<file path="src/rtl/hazard_control_unit.sv">
// Pipeline stall/flush controller: load-use bubble, EX redirect flush, memory-latency freeze; HAZARD_PERF_CNT_EN adds perf counters.
// Latency: stall/flush outputs are combinational (0 cycles) from inputs, state and sticky response flags.
// Backpressure: an outstanding imem/dmem request without a response freezes all five pipeline stages.
module hazard_control_unit #(
    parameter int REG_ADDR_W = 5,
    parameter int CNT_W      = 32
) (
    input  logic                  clk,
    input  logic                  rst,
    input  logic [REG_ADDR_W-1:0] if_id_rs1_addr,
    input  logic [REG_ADDR_W-1:0] if_id_rs2_addr,
    input  logic                  if_id_uses_rs1,
    input  logic                  if_id_uses_rs2,
    input  logic                  id_ex_memread,
    input  logic [REG_ADDR_W-1:0] id_ex_rd,
    input  logic                  ex_redirect,
    input  logic                  imem_req,
    input  logic                  imem_resp,
    input  logic                  dmem_req,
    input  logic                  dmem_resp,
    output logic                  stall_pc,
    output logic                  stall_if_id,
    output logic                  stall_id_ex,
    output logic                  stall_ex_mem,
    output logic                  stall_mem_wb,
    output logic                  flush_if_id,
    output logic                  flush_id_ex,
    output logic [CNT_W-1:0]      cnt_freeze,
    output logic [CNT_W-1:0]      cnt_load_use,
    output logic [CNT_W-1:0]      cnt_redirect
);

    typedef enum logic {
        ST_RUN  = 1'b0,
        ST_WAIT = 1'b1
    } state_t;

    state_t state_q, state_d;
    logic   i_done_q, i_done_d;
    logic   d_done_q, d_done_d;

    logic i_ok;
    logic d_ok;
    logic freeze;
    logic load_use;
    logic take_redirect;
    logic take_load_use;

    // Flags are always clear in RUN, so the same readiness terms serve both states.
    assign i_ok   = !imem_req | imem_resp | i_done_q;
    assign d_ok   = !dmem_req | dmem_resp | d_done_q;
    assign freeze = !(i_ok & d_ok);

    assign load_use = id_ex_memread & (id_ex_rd != '0) &
                      ((if_id_uses_rs1 & (if_id_rs1_addr == id_ex_rd)) |
                       (if_id_uses_rs2 & (if_id_rs2_addr == id_ex_rd)));

    always_ff @(posedge clk) begin
        if (rst) begin
            state_q  <= ST_RUN;
            i_done_q <= 1'b0;
            d_done_q <= 1'b0;
        end else begin
            state_q  <= state_d;
            i_done_q <= i_done_d;
            d_done_q <= d_done_d;
        end
    end

    always_comb begin
        state_d  = state_q;
        i_done_d = i_done_q;
        d_done_d = d_done_q;
        if (!freeze) begin
            state_d  = ST_RUN;
            i_done_d = 1'b0;
            d_done_d = 1'b0;
        end else if (state_q == ST_RUN) begin
            state_d  = ST_WAIT;
            i_done_d = imem_resp & imem_req;
            d_done_d = dmem_resp & dmem_req;
        end else begin
            i_done_d = i_done_q | imem_resp;
            d_done_d = d_done_q | dmem_resp;
        end
    end

    always_comb begin
        stall_pc      = 1'b0;
        stall_if_id   = 1'b0;
        stall_id_ex   = 1'b0;
        stall_ex_mem  = 1'b0;
        stall_mem_wb  = 1'b0;
        flush_if_id   = 1'b0;
        flush_id_ex   = 1'b0;
        take_redirect = 1'b0;
        take_load_use = 1'b0;
        if (rst) begin
            flush_if_id = 1'b1;
            flush_id_ex = 1'b1;
        end else if (freeze) begin
            stall_pc     = 1'b1;
            stall_if_id  = 1'b1;
            stall_id_ex  = 1'b1;
            stall_ex_mem = 1'b1;
            stall_mem_wb = 1'b1;
        end else if (ex_redirect) begin
            // The ID instruction is wrong-path, so a coincident load-use is moot.
            take_redirect = 1'b1;
            flush_if_id   = 1'b1;
            flush_id_ex   = 1'b1;
        end else if (load_use) begin
            take_load_use = 1'b1;
            stall_pc      = 1'b1;
            stall_if_id   = 1'b1;
            flush_id_ex   = 1'b1;
        end
    end

`ifdef HAZARD_PERF_CNT_EN
    logic [CNT_W-1:0] freeze_cnt_q;
    logic [CNT_W-1:0] load_use_cnt_q;
    logic [CNT_W-1:0] redirect_cnt_q;
    localparam logic [CNT_W-1:0] CNT_ONE = {{(CNT_W-1){1'b0}}, 1'b1};

    always_ff @(posedge clk) begin
        if (rst) begin
            freeze_cnt_q   <= '0;
            load_use_cnt_q <= '0;
            redirect_cnt_q <= '0;
        end else begin
            if (freeze)        freeze_cnt_q   <= freeze_cnt_q + CNT_ONE;
            if (take_load_use) load_use_cnt_q <= load_use_cnt_q + CNT_ONE;
            if (take_redirect) redirect_cnt_q <= redirect_cnt_q + CNT_ONE;
        end
    end

    assign cnt_freeze   = freeze_cnt_q;
    assign cnt_load_use = load_use_cnt_q;
    assign cnt_redirect = redirect_cnt_q;
`else
    assign cnt_freeze   = '0;
    assign cnt_load_use = '0;
    assign cnt_redirect = '0;
`endif

endmodule

</file>
<file path="config.mk">
export PLATFORM = sky130hd
export DESIGN_NAME = hazard_control_unit
export DESIGN_NICKNAME = d
export VERILOG_FILES = /design/src/rtl/hazard_control_unit.sv
export SDC_FILE = /design/constraint.sdc
export NUM_CORES = 1
export LEC_CHECK = 0
export ABC_AREA = 1
export BUFFER_PORTS_ARGS = -buffer_cell sky130_fd_sc_hd__buf_2
export CELL_PAD_IN_SITES_DETAIL_PLACEMENT = 0
export CELL_PAD_IN_SITES_GLOBAL_PLACEMENT = 1
export CORE_ASPECT_RATIO = 1.25
export CORE_MARGIN = 10
export CORE_UTILIZATION = 20
export DETAILED_ROUTE_END_ITERATION = 8
export MAX_ROUTING_LAYER = met4
export PLACE_DENSITY_LB_ADDON = 0.2
export REMOVE_ABC_BUFFERS = 1
export SYNTH_ARGS = -nofsm -noshare
export SYNTH_HDL_FRONTEND = slang
export SYNTH_SLANG_ARGS = --single-unit
</file>
<file path="constraint.sdc">
create_clock -name clk -period 1.2 [get_ports clk]
set_input_delay 0.12 -clock clk [delete_from_list [all_inputs] [get_ports clk]]
set_output_delay 0.12 -clock clk [all_outputs]
set_load 0.05 [all_outputs]
</file>
==> metrics.csv <==
stage,metric,value,unit
run_status,outcome,"finished, violations left",
run_status,violations,setup timing,
critical_path,cp-start-kind,register,
floorplan,pin_count,128,
placed_design,place.gp.congestion,0.6772,
floorplan,core-area,5480,um^2
power_and_ir_drop,totalPowerFinal,1.330,mW
sta,post-route-min-period,1.392,ns
placed_design,post-place-cells,276,
placed_design,dp_slack,-0.07437,ns
power_and_ir_drop,vdd_drop_max,0.2405,mV
cts,cts-hold-fix-buffers,0,
final_layout,post-route-cell-area,1130,um^2
routing,drt-total-wl,2.888,mm
sta,hold_viol_final,0,
critical_path,end_kind,output port,
final_layout,diodes,0,
critical_path,crit_slowest_cell,dfxtp_1,
power_and_ir_drop,power.density,1177,nW/um^2
floorplan,die_w,87.34,um
cts,htree_levels,1,
critical_path,crit_fanout,5,
yosys,synth_warnings,0,
cts,cts_made_buffers,3,
sta,maxSlewViolCount,0,
critical_path,slowest_delay,0.28,ns
global_route,grt_usage,0.05227,
critical_path,path_class,reg -> out,
final_layout,final_cell_count_no_fill,283,
floorplan,initial_core_util,0.2068,
routing,routedWlPerCell,10.20,um
critical_path,cp_cell_sequence,or2_1 > o22ai_2 > nand2_2 > nand3_1 > nand2_1 > buf_6,
global_route,grt_max_degree,6,
final_layout,drive_gt1_frac,0.2192,
global_route,grt_pass1_wl,3.877,mm
critical_path,critPathRequiredTime,1.08,ns
sta,fin_worst_skew,0.002641,ns
yosys,ys_types,15,
sta,rsz0062_at_grt,yes,
cts,ctsRootBufferMaster,clkbuf_8,
sta,setup_viol,7,
placed_design,hpwl,2.758,mm
global_route,grt_pass1_vias,919,
global_route,grt-ovfl-total,0,
job,cap_viol_max_count,0,
routing,drc_errors,0,
yosys,synth_area_per_cell,6.229,um^2
cts,clkSlewWorstSetupHoldPaths,0.03,ns
yosys,synth_area,1134,um^2
sta,finalSetupTns,-1.212,ns
final_layout,syn2layout_area_growth,-0.3314,%
sta,finalWorstSetupSlack,-0.1924,ns
cts,cts_sinks,3,
sta,worst_hold_slack,0.1647,ns
sta,period_share,1.160,
placed_design,placed_cell_area,1005,um^2
hold_path,hp-class,in -> reg,
floorplan,dieArea,9098,um^2
cts,clock_path_buffers,2,
power_and_ir_drop,leakage,0.7789,nW
yosys,synth.yosys.seq_area_share,0.05298,
floorplan,die_h,104.2,um
yosys,synthCells,182,
floorplan,num_rows,30,
routing,drt_iter0_drc,3,
final_layout,fin_util,0.2062,
routing,viasPerCell,2.876,
routing,first_pass_iters,2,
cts,cts_tree,built,
final_layout,nets,245,
routing,route.antenna.remaining_nets,0,
global_route,antenna_found_initial,0,
placed_design,port_buffers,31,
cts,clk-insertion-delay-late,0.21,ns
sta,fmax,0.7182,GHz
critical_path,cp.arrival,1.27,ns
routing,vias,814,
yosys,yosys_register_bits,3,
cell type report:
type	count	area [um^2]
repair buffers	37	251.5
multi-input cells	153	610.6
inverters	22	82.58
clock buffers	4	45.04
well taps	64	80.08
fillers	673	4350
flip-flops and latches	3	60.06
sequential cells by signal, indices dropped and copies added, names as in the netlist:
register and cells:
state_q 1, d_done_q 1, i_done_q 1
placed cells by master, fill, tap and decap left out, drive strengths merged:
cell type,netlist,final
nor2,9,9
nand4,1,1
inv,22,22
o21ai,2,2
clkbuf,0,4
conb,1,96
buf,99,37
nand2,37,37
nand3,4,4
dfxtp,3,3
or2,1,1
o22ai,1,1
a21oi,2,2
worst max-delay path: cells and delay by family (launching register included):
family                 cells  cell delay, ns
AO/OA/AOI/OAI              1            0.13
flip-flops                 1            0.28
AND/OR/NAND/NOR            4            0.50
buffers and inverters      1            0.15
worst paths after layout:
check,startpoint,cells after the start,to,slack [ns]
worst min-delay path,dmem_req,3,d_done_q$_SDFF_PN0_,0.16
worst min register to register,state_q$_DFF_P_,2,d_done_q$_SDFF_PN0_,0.45
worst max register to register,d_done_q$_SDFF_PN0_,6,d_done_q$_SDFF_PN0_,0.01
worst max-delay path,d_done_q$_SDFF_PN0_,6,flush_id_ex,-0.19
synth_stat cells:
master | instances | area (um^2)
a21oi_1 | 2 | 10.01
buf_4 | 99 | 743.2
conb_1 | 1 | 3.750
dfxtp_1 | 3 | 60.06
inv_1 | 20 | 75.07
inv_2 | 2 | 7.510
nand2_1 | 36 | 135.1
nand2_2 | 1 | 6.260
nand3_1 | 4 | 20.02
nand4_1 | 1 | 6.260
nor2_1 | 9 | 33.78
o21ai_0 | 1 | 5.000
o21ai_2 | 1 | 8.760
o22ai_2 | 1 | 12.51
or2_1 | 1 | 6.260
kinds of logic (layout without fill, tap and decap cells):
group           Yosys count  after routing  synth area share
buf+inv                 121             63            0.7285
flops                     3              3           0.05298
other cells               1             96          0.003308
compound gates            5              5           0.03200
simple gates             52             52            0.1832
where the power goes:
part           internal (mW)  switching [mW]  total (mW)
logic                  0.114           0.823       0.937
registers              0.106         0.00165       0.107
clock network          0.226          0.0603       0.286
routing by layer:
metal / global-route usage / share of wire / routed length [um] / up-vias
met3: 0.02116 / 0.12 / 340 / 0
met5: - / 0 / 0 / -
li1: - / - / - / 418
met2: 0.09492 / 0.50 / 1445 / 73
met4: 0.01027 / 0 / 0 / 0
met1: 0.04968 / 0.38 / 1103 / 323
timing repair:
action / in CTS / in global routing
setup endpoints to repair: 7 / 9
buffers inserted: 2 / 1
pin swaps: 1 / 3
gates resized for setup: 15 / 4
hold endpoints to repair: 0 / 0
No activity file was read; power rests on OpenSTA's default activity.
